## src/rtl/dmem_arbiter.sv

```systemverilog
// Data-memory arbiter between the CPU MEM stage and a debug/loader port.
// One access at a time; the CPU normally wins, and a starved debug request is forced through.
module dmem_arbiter #(
   parameter int DATA_WIDTH      = 32,
   parameter int DATA_ADDR_WIDTH = 32,
   parameter int STARVE_LIMIT    = 4
) (
   input  logic                       clk,
   input  logic                       rst,
   input  logic                       cpuReq,
   input  logic                       cpuWrEnable,
   input  logic [DATA_ADDR_WIDTH-1:0] cpuAddr,
   input  logic [DATA_WIDTH-1:0]      cpuWrData,
   output logic [DATA_WIDTH-1:0]      cpuRdData,
   output logic                       cpuStall,
   input  logic                       dbgReq,
   input  logic                       dbgWrEnable,
   input  logic [DATA_ADDR_WIDTH-1:0] dbgAddr,
   input  logic [DATA_WIDTH-1:0]      dbgWrData,
   output logic [DATA_WIDTH-1:0]      dbgRdData,
   output logic                       dbgAck,
   output logic                       memReq,
   output logic                       memWrEnable,
   output logic [DATA_ADDR_WIDTH-1:0] memAddr,
   output logic [DATA_WIDTH-1:0]      memWrData,
   input  logic [DATA_WIDTH-1:0]      memRdData,
   input  logic                       memReady
);

   typedef enum logic [1:0] {IDLE, CPU_BUSY, DBG_BUSY, DBG_DONE} state_t;

   localparam logic [3:0] STARVE_MAX = 4'(STARVE_LIMIT);

   state_t                     state_q, state_d;
   logic [3:0]                 starveCnt_q, starveCnt_d;
   logic                       memReq_q, memReq_d;
   logic                       memWrEnable_q, memWrEnable_d;
   logic [DATA_ADDR_WIDTH-1:0] memAddr_q, memAddr_d;
   logic [DATA_WIDTH-1:0]      memWrData_q, memWrData_d;
   logic [DATA_WIDTH-1:0]      cpuRdData_q, cpuRdData_d;
   logic [DATA_WIDTH-1:0]      dbgRdData_q, dbgRdData_d;
   logic                       dbgAck_q, dbgAck_d;
   logic                       cpuDone;
   logic                       dbgStarved;

   assign cpuDone    = (state_q == CPU_BUSY) && memReady;
   assign dbgStarved = dbgReq && (starveCnt_q == STARVE_MAX);

   always_ff @(posedge clk or posedge rst) begin
      if (rst) begin
         state_q       <= IDLE;
         starveCnt_q   <= 4'd0;
         memReq_q      <= 1'b0;
         memWrEnable_q <= 1'b0;
         memAddr_q     <= '0;
         memWrData_q   <= '0;
         cpuRdData_q   <= '0;
         dbgRdData_q   <= '0;
         dbgAck_q      <= 1'b0;
      end else begin
         state_q       <= state_d;
         starveCnt_q   <= starveCnt_d;
         memReq_q      <= memReq_d;
         memWrEnable_q <= memWrEnable_d;
         memAddr_q     <= memAddr_d;
         memWrData_q   <= memWrData_d;
         cpuRdData_q   <= cpuRdData_d;
         dbgRdData_q   <= dbgRdData_d;
         dbgAck_q      <= dbgAck_d;
      end
   end

   // memWrEnable_q still holds the winner's direction during BUSY, so it tells loads from stores.
   always_comb begin
      state_d       = state_q;
      starveCnt_d   = starveCnt_q;
      memReq_d      = memReq_q;
      memWrEnable_d = memWrEnable_q;
      memAddr_d     = memAddr_q;
      memWrData_d   = memWrData_q;
      cpuRdData_d   = cpuRdData_q;
      dbgRdData_d   = dbgRdData_q;
      dbgAck_d      = 1'b0;
      case (state_q)
         IDLE: begin
            if (dbgStarved || (dbgReq && !cpuReq)) begin
               state_d       = DBG_BUSY;
               starveCnt_d   = 4'd0;
               memReq_d      = 1'b1;
               memWrEnable_d = dbgWrEnable;
               memAddr_d     = dbgAddr;
               memWrData_d   = dbgWrData;
            end else if (cpuReq) begin
               state_d       = CPU_BUSY;
               memReq_d      = 1'b1;
               memWrEnable_d = cpuWrEnable;
               memAddr_d     = cpuAddr;
               memWrData_d   = cpuWrData;
               if (dbgReq) starveCnt_d = starveCnt_q + 4'd1;
            end
         end
         CPU_BUSY: begin
            if (dbgReq && (starveCnt_q != STARVE_MAX)) starveCnt_d = starveCnt_q + 4'd1;
            if (memReady) begin
               state_d       = IDLE;
               memReq_d      = 1'b0;
               memWrEnable_d = 1'b0;
               if (!memWrEnable_q) cpuRdData_d = memRdData;
            end
         end
         DBG_BUSY: begin
            if (memReady) begin
               state_d       = DBG_DONE;
               memReq_d      = 1'b0;
               memWrEnable_d = 1'b0;
               dbgAck_d      = 1'b1;
               if (!memWrEnable_q) dbgRdData_d = memRdData;
            end
         end
         DBG_DONE: state_d = IDLE;
         default:  state_d = IDLE;
      endcase
   end

   // Load data is forwarded in the completion cycle so the stalled pipeline can release immediately.
   assign cpuStall    = cpuReq && !cpuDone;
   assign cpuRdData   = (cpuDone && !memWrEnable_q) ? memRdData : cpuRdData_q;
   assign dbgRdData   = dbgRdData_q;
   assign dbgAck      = dbgAck_q;
   assign memReq      = memReq_q;
   assign memWrEnable = memWrEnable_q;
   assign memAddr     = memAddr_q;
   assign memWrData   = memWrData_q;

endmodule

```

## config.mk

```make
export PLATFORM = sky130hd
export DESIGN_NAME = dmem_arbiter
export DESIGN_NICKNAME = d
export VERILOG_FILES = /design/src/rtl/dmem_arbiter.sv
export SDC_FILE = /design/constraint.sdc
export NUM_CORES = 1
export LEC_CHECK = 0
export ABC_AREA = 1
export CAP_MARGIN = 30
export CORE_ASPECT_RATIO = 0.7
export CORE_MARGIN = 2
export CORE_UTILIZATION = 40
export CTS_BUF_LIST = sky130_fd_sc_hd__clkbuf_4 sky130_fd_sc_hd__clkbuf_8 sky130_fd_sc_hd__clkbuf_16
export CTS_CLUSTER_SIZE = 14
export DETAILED_ROUTE_END_ITERATION = 10
export GPL_ROUTABILITY_DRIVEN = 0
export PLACE_DENSITY = 0.79
export SYNTH_ARGS = -nofsm -noshare
export SYNTH_HDL_FRONTEND = slang
export SYNTH_SLANG_ARGS = --single-unit
```

## constraint.sdc

```tcl
create_clock -name clk -period 9.9 [get_ports clk]
set_input_delay 2.475 -clock clk [delete_from_list [all_inputs] [get_ports clk]]
set_output_delay 2.475 -clock clk [all_outputs]
set_load 0.1 [all_outputs]
```

==> results.txt, run 1 <==
- The clock net in this run drives a total of 137 sinks.
* GRT Resource Usage Total: a little under a quarter
- Clock slew seen by the registers of the worst setup and hold paths: approximately 0.06 ns
- Pin count of the biggest net entering global routing: 67
- Gates resized during post-CTS repair numbered 0.
- Data on the critical path is required at its endpoint by approximately 7.4 ns.
- Post-synthesis area per instance: approximately 7.9 um^2
- During synthesis, Yosys emitted a total of 0 warnings.
- Clock tree synthesis selected as its root buffer the cell sky130_fd_sc_hd__clkbuf_16.
* Pins Over Slew Limit: 0
- Max-slew headroom at the worst pin: between 20 and 30%
* Category of the worst setup path launch point: primary input
* Post-Synth Simple-Gate Area: 29.8%
- Dominant register cell in the synthesized netlist: sky130_fd_sc_hd__dfrtp_1
- The startpoint identified for the worst hold timing path is memWrData[9]$_DFFE_PP0P_.
- The worst setup path is captured at an output port.
- CTS tree: yes
- Most common library cells after synthesis: 284 x sky130_fd_sc_hd__nand2_1, 137 x sky130_fd_sc_hd__dfrtp_1, 112 x sky130_fd_sc_hd__inv_1, 98 x sky130_fd_sc_hd__o21ai_0, 72 x sky130_fd_sc_hd__nand3_1
* Max incr delay on CP: 1.16 ns
- Buf/Inv on CP: 3
* Core occupancy in the finished layout: 63.8%
- The floorplan step defined a die boundary enclosing 0.0177 mm^2.
- Final-layout setup total negative slack: 0 ns
* Dominant cell by count in the synthesized netlist: sky130_fd_sc_hd__nand2_1
* Final Routed Wirelength: approximately 20,000 um
- Based on the critical path, the design can be clocked at up to between 100 and 150 MHz.
- First-iteration detailed-routing DRC count: between 300 and 400
- Pre-Repair DR Iteration Count: 5
- Setup repair after global routing left no endpoint under its margin.
* Xor-xnor portion of the synthesized cell area: 0%
* Reported max-cap violation count: 0
- Number of synthesized flops with an enable pin: 0
* Largest buffer count on any clock path: 2
* Most area-consuming cells after synthesis: sky130_fd_sc_hd__dfrtp_1 52%, sky130_fd_sc_hd__nand2_1 16%, sky130_fd_sc_hd__o21ai_0 7.4%
* CTS Hold Bufs: 0
* Skew final: between 0.01 and 0.015 ns
- Synth-to-Final Area Change: 56.7%
- Of the available clock period, the critical path in the final layout requires between 80% and 90%.
- Post-CTS Setup Repair Bufs: 0
- Vias in the first global route: roughly 6,400
- The run finished with clean final reports.
* Min cycle time layout: between 7 and 8 ns
- Min-Delay Path Class: reg -> reg
* Final number of setup-violating endpoints: 0
- Post-detail-place hpwl: between 10,000 and 15,000 um
* Global-route wire length before repair: approximately 32,000 um
- The initial utilization of the core area, before any placement, comes to approximately 41%.
- Among all stages on the critical path, the largest delay is contributed by sky130_fd_sc_hd__clkdlybuf4s50_1.
- Number of top-level pins: ~300
* Compound-Gate Fraction of Synth Area: between 7 and 8%
- Of the post-synthesis cell area, the part taken by muxes is 0%.
- The cell that appears most often on the critical path is sky130_fd_sc_hd__clkdlybuf4s50_1.
- R2R Path Start: starveCnt_q[0]$_DFFE_PP0P_
- The core region is around 0.016 mm^2.
* IO Port Bufs: 298
* Vias/cell: ~4.8
- The cell family contributing the most delay on the critical path is buffers and inverters.
* Global route overflow: 0
- Clock latency on the worst-skew pair, taken at its later pin, is just over 0.4 ns.
- The number of antenna violations at the first check in global routing came to 0.
* Portion of the post-synthesis area used by sequential elements: between 50% and 60%
- The total count of hold-check failures in the final report was 0.
- After Yosys synthesis, full adders, half adders and majority gates account for 1.13% of the synthesized area.
* Post-synthesis net count: roughly 1,000
- Number of antenna diodes: 0
- The synthesized design devotes to its leading area cell type between 50 and 60% of total area.
- At the pin with the least slew margin, the transition time is 1.05 ns.
- Detailed routing inserted a total of approximately 6,500 vias.
* Unique masters post-synth: 18
* Detailed-route DRC error count: 0
- Ys async rst share: 100%
- Die Y-Extent: between 100 and 150 um
- The most critical setup path has its startpoint at memReady.
* CP Data Arrival Time: approximately 5.5 ns
* H-tree lvl count: 4
- Num CTS Buffers: 17
* Average routed wire per standard cell: approximately 15 um
- The detail route stage leaves a number of antenna-violating nets equal to 0.
- After synthesis, the largest family of logic cells by area is simple AND/OR/NAND/NOR gates.
- Site Rows: 39
* Share of cells above drive strength 1: 4.25%
- Of all cell types, the one taking the most synthesized area is sky130_fd_sc_hd__dfrtp_1.
- Ordered list of cells on the worst path: clkdlybuf4s50_1, nand3_2, buf_4, o21ai_0, clkdlybuf4s50_1
- Post-synthesis instance area: about 0.0066 mm^2
- Maximum fanout along the worst path: just over 50
* Final layout net count: 1,289
- Start-to-end type of the worst setup path: in -> out
- Flip-flop and latch count after synthesis: between 100 and 150
- In this run the horizontal extent of the chip is 158 um.
* Synthesized netlist cell count: between 800 and 900
logic make-up (layout without fill, tap and decap cells):
group | after synthesis | count (layout)
fa+ha+maj | 6 | 6
simple gates | 434 | 434
compound gates | 101 | 101
flops | 137 | 137
buf+inv | 163 | 451
final timing paths:
path | to | slack (ns) | depth (start not counted)
worst max register to register | memAddr[12]$_DFFE_PP0P_ | 7.21 | 9
worst min-delay path | memWrData[9]$_DFFE_PP0P_ | 0.48 | 2
min in group asynchronous | memAddr[1]$_DFFE_PP0P_ | 2.49 | 2
max in group asynchronous | memWrData[7]$_DFFE_PP0P_ | 6.29 | 4
worst max-delay path | cpuRdData[27] | 1.92 | 5
worst min register to register | memWrData[9]$_DFFE_PP0P_ | 0.48 | 2
routing by layer:
metal | wire length [um] | GRT usage (%)
met3 | 1590 | 7.71
met5 | 0 | 0
met4 | 442 | 8.35
met1 | 8440 | 27.6
met2 | 9530 | 38.1
placed cells by master, fill, tap and decap left out, drive strengths merged:
cell           synthesis  layout
a21oi                  1       1
buf                   29       8
bufinv                 0       1
clkbuf                21      17
clkdlybuf4s50          0     298
clkinv                 0       4
clkinvlp               0       2
dfrtp                137     137
ha                     6       6
inv                  113     121
nand2                284     284
nand3                 72      72
nand3b                65      65
nand4                  4       4
nor2                   9       9
o211ai                 1       1
o21ai                 99      99
through the flow:
stage / instance area [um^2] / hold WS [ns] / setup slack (ns) / instances
3_5_place_dp: 9820 / 0.465 / 1.91 / 1322
6_report: 10400 / 0.476 / 1.92 / 1354
2_1_floorplan: 6640 / 0.443 / 2.35 / 841
4_1_cts: 10400 / 0.481 / 1.92 / 1354
3_3_place_gp: 9750 / 0.461 / 2.01 / 1319
5_1_grt: 10400 / 0.499 / 1.67 / 1354
layout make-up:
class,count,area [um^2]
clock buffers,17,425
well taps,225,282
flip-flops and latches,137,3430
fillers,1401,5890
multi-input cells,541,2590
inverters,113,429
clock inverters,15,159
repair buffers,306,3090
worst min-delay path, stage by stage (launching register included):
cell and delay, ns:
sky130_fd_sc_hd__dfrtp_1 0.34, sky130_fd_sc_hd__nand2_1 0.05, sky130_fd_sc_hd__nand2_1 0.06
sequential cells by signal, summed over array words and instances (netlist names):
name         count
memWrData       32
memWrEnable      1
starveCnt_q      4
dbgRdData       32
memAddr         32
memReq           1
dbgAck           1
cpuRdData_q     32
state_q          2
Power of run 1 is left out: the tool's default activity adds up to more than one toggle a clock period on the data nets, which glitch-free logic cannot reach.
==> inputs of run 2 (changes only) <==
CORE_UTILIZATION = 38   (was 40)
clock period = 6.75 ns   (was 9.9 ns; I/O delays follow)
==> run 2 against run 1 <==
Compared with the run above: worst setup slack lost 0.72 ns; first-iteration DRC count fell by 4.1%; non-clock buffer count down 1; critical path depth did not move; sequential cell count is the same; critical endpoint is now cpuRdData[24]; largest cell class unchanged.
==> results.txt, run 2 (synthesized netlist as in run 1, its figures left out) <==
- Setup repair after global routing missed its margin: false
* GRT Resource Usage Total: 21.3%
* Global-route wire length before repair: around 31,000 um
- Pre-Repair DR Iteration Count: 5
- In the layout the commonest cells are 281 x sky130_fd_sc_hd__nand2_1, 266 x sky130_fd_sc_hd__clkdlybuf4s50_1, 137 x sky130_fd_sc_hd__dfrtp_1.
- Required time at the endpoint of the critical path: 5.06 ns
* Max Clk Rate: ~180 MHz
- In the final layout, the share of cells above drive strength 1 is under 10%.
- The worst setup path is launched from a primary input.
- For this block, the via count after detailed routing is approximately 6,300.
- Vias/cell: about 4.7
- At the pin with the least slew margin, the transition time is about 1.0 ns.
- The library cell used most frequently in the layout, excluding fill and tap cells, is sky130_fd_sc_hd__nand2_1.
- Maximum fanout along the worst path: 57
* Kind of end point of the critical path: output port
- Clock skew on the completed layout was measured at between 0.008 and 0.009 ns.
- In this run the count of I/O pins placed on the die edge is between 200 and 300.
- Number of clock sinks seen by CTS: 137
- Die area: 0.0186 mm^2
- Die X-Extent: 162 um
- IO Port Bufs: between 200 and 300
- Reported max-cap violation count: 0
- Buffers added to address setup during post-CTS repair amount to 0.
* Min cycle time layout: 5.55 ns
- R2R Path Start: state_q[1]$_DFFE_PP0P_
- Measured against its own limit, the worst slew margin works out to 30.2%.
- Data arrives at the worst endpoint at around 3.9 ns.
* Pins Over Slew Limit: 0
* Post-detail-place hpwl: about 14,000 um
* CTS Hold Bufs: 0
- Adding up every negative setup slack in the final design gives 0 ns.
- CTS tree: yes
- Of the available clock period, the critical path in the final layout requires just over 80%.
* Clock slew seen by the registers of the worst setup and hold paths: 0.07 ns
- The floorplan has 40 rows.
* Final layout net count: 1,288
* Slack of the worst reg-to-reg path: roughly 4.5 ns
- The worst register-to-register path ends at cpuRdData_q[25]$_DFFE_PP0P_.
* End point of the worst hold path: cpuRdData_q[21]$_DFFE_PP0P_
- Min-Delay Path Class: reg -> reg
- For this run the aggregate overflow at the end of global routing stands at 0.
- H-tree lvl count: 4
- Setup violations remaining at the end of the flow were counted as 0.
- In this run the deepest clock path goes through 2 buffers.
* Result of the run: finished, final reports clean
* Standard cell core area: 0.0171 mm^2
* Insertion delay of the later-clocked pin in the worst-skew pair: a little over 0.4 ns
* Count of cells along the worst hold path: 2
- The number of antenna violations at the first check in global routing is 0.
- Final Routed Wirelength: 19,700 um
- Number of antenna diodes: 0
* Hold wc startpoint: cpuRdData_q[21]$_DFFE_PP0P_
- Average routed wire per standard cell: ~14 um
- For this run, design rule violations remaining after detail routing come to 0.
- Die Y-Extent: around 110 um
* Crit. Startpoint: memReady
* Num CTS Buffers: 17
- Synth-to-Final Area Change: 55.0%
- Remaining antenna violation count: 0
- Clock root buffer master: sky130_fd_sc_hd__clkbuf_16
- Counting cells, the worst reg-to-reg path comes to 6.
- Vias in the first global route: roughly 6,000
- Start-to-end type of the worst setup path: in -> out
* Hold Vio Cnt, Final: 0
- Starting density of the core: between 30 and 40%
* Resized Gates After CTS: 0
- Pin count of the biggest net entering global routing: 90
- First-iteration detailed-routing DRC count: 378
run 2: cell types whose count changed in the layout (fill, tap and decap cells not counted), sizes merged:
cell,delta
clkdlybuf4s50,-32
clkinvlp,+1
clkinv,-1
buf,+31
run 2: worst max-delay path by stage:
stage / end / cells past startpoint
floorplan: cpuRdData[0] / 4
global placement: cpuRdData[30] / 5
CTS: cpuRdData[23] / 5
global route: cpuRdData[18] / 5
finish: cpuRdData[24] / 5
detailed placement: cpuRdData[23] / 5
run 2: area by class of cell:
class                      count  area, um^2
timing repair buffer         305        2970
sequential                   137        3430
inverter                     113         429
fill                        1527        6820
clock inverter                15         159
tap                          231         289
multi-input combinational    541        2590
clock buffer                  17         425
run 2: worst max-delay path: stages:
cell and delay, ns:
sky130_fd_sc_hd__clkdlybuf4s50_1 0.55, sky130_fd_sc_hd__nand3_2 0.52, sky130_fd_sc_hd__buf_4 0.49, sky130_fd_sc_hd__o21ai_0 0.25, sky130_fd_sc_hd__buf_4 0.33
run 2: stage by stage:
step	setup slack [ns]	hold WS, ns	utilization, %	area [um^2]	instances
after floorplan	0.775	0.443	-	6640	841
final	1.20	0.475	60.1	10300	1359
after detailed placement	1.23	0.463	56.7	9710	1327
after global routing	1.01	0.500	60.1	10300	1359
after global placement	1.32	0.460	56.6	9690	1326
after CTS	1.23	0.478	60.1	10300	1359
run 2: layer usage:
layer / track usage [%] / up-vias / routed length [um] / part of all wire [%]
met5: 0 / - / 0 / 0
met4: 6.90 / 0 / 381 / 1.9
met3: 7.86 / 29 / 1660 / 8.5
met2: 34.3 / 223 / 9050 / 46
met1: 26.7 / 2883 / 8560 / 44
li1: - / 3188 / - / -
Power of run 2 is left out for the same reason.
==> inputs of run 3 (changes only) <==
clock period = 4.9 ns   (was 6.75 ns; I/O delays follow)
==> run 3 against run 2 <==
Compared with the run above: sequential cell count stayed put; worst setup slack worse by 0.29 ns; first-iteration DRC count up 5.0%; count of clock-buffer cells in the layout unchanged; cell area grew 4.1%; wire length is 4.7% higher; hold slack improved by 0.00053 ns; global-route usage grew 0.87 points; non-clock buffer count is the same; largest cell class unchanged; via count grew 2.0%; highest routed layer unchanged; critical endpoint is now cpuRdData[30]; clock skew hardly changed; register-to-register slack worse by 1.9 ns.
==> results.txt, run 3 (synthesized netlist as in run 1, its figures left out) <==
- In this run, post-CTS repair resized a total of 0 instances.
- CTS Hold Bufs: 0
- Site Rows: 40
- Pre-Repair DR Iteration Count: 4
- Post-CTS Setup Repair Bufs: 0
* Vias/cell: around 4.7
- Leaving out fill and tap cells, the most frequent cells in the layout are 281 x sky130_fd_sc_hd__nand2_1, 265 x sky130_fd_sc_hd__clkdlybuf4s50_1, 137 x sky130_fd_sc_hd__dfrtp_1.
* GRT Resource Usage Total: ~22%
- Insertion delay of the later-clocked pin in the worst-skew pair: roughly 0.41 ns
- Max-cap violations in this run came to 0.
- The floorplan step defined a die boundary enclosing roughly 0.019 mm^2.
- Leading cell type in the layout, fill and taps excluded: sky130_fd_sc_hd__nand2_1
* Category of the worst setup path launch point: primary input
- Global-route wire length before repair: approximately 32,000 um
* H-tree lvl count: 4
- In this run the worst path has a maximum fanout of between 90 and 100.
- IO Port Bufs: ~300
* Required time at the endpoint of the critical path: ~3.7 ns
- Measured along the y axis, the die boundary spans roughly 110 um.
- The worst setup path is captured at an output port.
* Most used cell along the critical path: sky130_fd_sc_hd__buf_12
- With fillers left out, the area of the finished cells amounts to between 0.01 and 0.015 mm^2.
- The routed layout has 6,451 vias.
- Start-to-end type of the worst setup path: in -> out
* Starting density of the core: between 30% and 40%
* Hold Vio Cnt, Final: 0
- Max-slew headroom at the worst pin: about 30%
- After detailed routing, the average wire length per cell comes to about 15 um.
* Min cycle time layout: 3.99 ns
* Number of clock sinks seen by CTS: ~140
- After clock tree synthesis, the clock-pin slew on the worst setup and hold paths is roughly 0.06 ns.
* Synth-to-Final Area Change: 61.3%
- Pins Over Slew Limit: 0
- Pin count of the biggest net entering global routing: 97
- First-iteration detailed-routing DRC count: approximately 400
- In this design, the stage delay of the slowest critical-path cell is 0.53 ns.
- Together, buffers and inverters on the worst path number 3.
- Number of top-level pins: approximately 300
* Standard cell core area: between 0.015 and 0.02 mm^2
- Number of antenna diodes: 0
- The worst path meets setup with approximately 0.9 ns of slack.
- Vias in the first global route: about 6,200
- Once detailed placement completed, the half-perimeter wirelength came to approximately 15,000 um.
* Initial antenna violation count: 0
* CP Data Arrival Time: 2.76 ns
- Final number of setup-violating endpoints: 0
- Ordered list of cells on the worst path: clkdlybuf4s50_1, nand3_2, buf_12, o21ai_0, buf_12
- Detailed-route DRC error count: 0
- Max Clk Rate: 251 MHz
* Cell Count Post-Placement: ~1,300
- CP delay by family, top: buffers and inverters
* Result of the run: finished, final reports clean
- Num CTS Buffers: 17
- Non-filler cells, final: approximately 1,400
- CTS tree: yes
- Placement Setup Slack: between 0.9 and 1 ns
* Die X-Extent: roughly 160 um
- Min-Delay Path Class: reg -> reg
- The final layout contains routed wiring with a total length of roughly 20,000 um.
- Clock root buffer master: sky130_fd_sc_hd__clkbuf_16
* Worst-margin pin slew: 1.05 ns
- Cell at the slowest stage of the critical path: sky130_fd_sc_hd__clkdlybuf4s50_1
- Dividing the final minimum period by the clock period gives roughly 80%.
- Summed over all layers, the global routing overflow is 0.
* Skew final: approximately 0.008 ns
* Placed cell areas: around 0.010 mm^2
- Largest buffer count on any clock path: 2
- Final layout net count: around 1,300
- In the final layout, the share of cells above drive strength 1 is under 10%.
- The count of nets left with antenna violations once routing finished came out at 0.
* Minimum hold slack: between 0.4 and 0.5 ns
- Setup repair after global routing left no endpoint under its margin.
-- run 3: layout make-up --
cell class / count / area [um^2]
Timing Repair Buffer: 305 / 3390
Tap cell: 231 / 289
Clock inverter: 15 / 155
Fill cell: 1487 / 6400
Clock buffer: 17 / 425
Sequential cell: 137 / 3430
Inverter: 113 / 429
Multi-Input combinational cell: 541 / 2590
-- run 3: metrics by stage --
step / setup TNS, ns / utilization (%)
floorplan: -0.450 / -
global placement: 0 / 59.1
detailed placement: 0 / 59.2
CTS: 0 / 62.6
global route: 0 / 62.6
finish: 0 / 62.6
-- run 3: final timing paths --
path | end | startpoint | cells past startpoint | slack [ns]
max | cpuRdData[30] | memReady | 5 | 0.91
min | cpuRdData_q[14]$_DFFE_PP0P_ | cpuRdData_q[14]$_DFFE_PP0P_ | 2 | 0.48
max reg2reg | starveCnt_q[3]$_DFFE_PP0P_ | starveCnt_q[0]$_DFFE_PP0P_ | 8 | 2.63
min reg2reg | cpuRdData_q[14]$_DFFE_PP0P_ | cpuRdData_q[14]$_DFFE_PP0P_ | 2 | 0.48
max in group asynchronous | cpuRdData_q[16]$_DFFE_PP0P_ | rst | 3 | 2.82
min in group asynchronous | memAddr[5]$_DFFE_PP0P_ | rst | 2 | 1.30
-- run 3: tightest hold or removal path: stages (launching register included) --
cell                      delay, ns
sky130_fd_sc_hd__dfrtp_1       0.32
sky130_fd_sc_hd__nand2_1       0.06
sky130_fd_sc_hd__o21ai_0       0.06
-- run 3: per-layer routing --
metal / GRT usage [%] / share of wire [%] / vias up
met5: 0 / 0 / -
met4: 6.90 / 2.0 / 0
met3: 7.97 / 8.7 / 36
met2: 37.0 / 47 / 235
met1: 27.0 / 42 / 2996
li1: - / - / 3184
Power of run 3 is left out for the same reason.
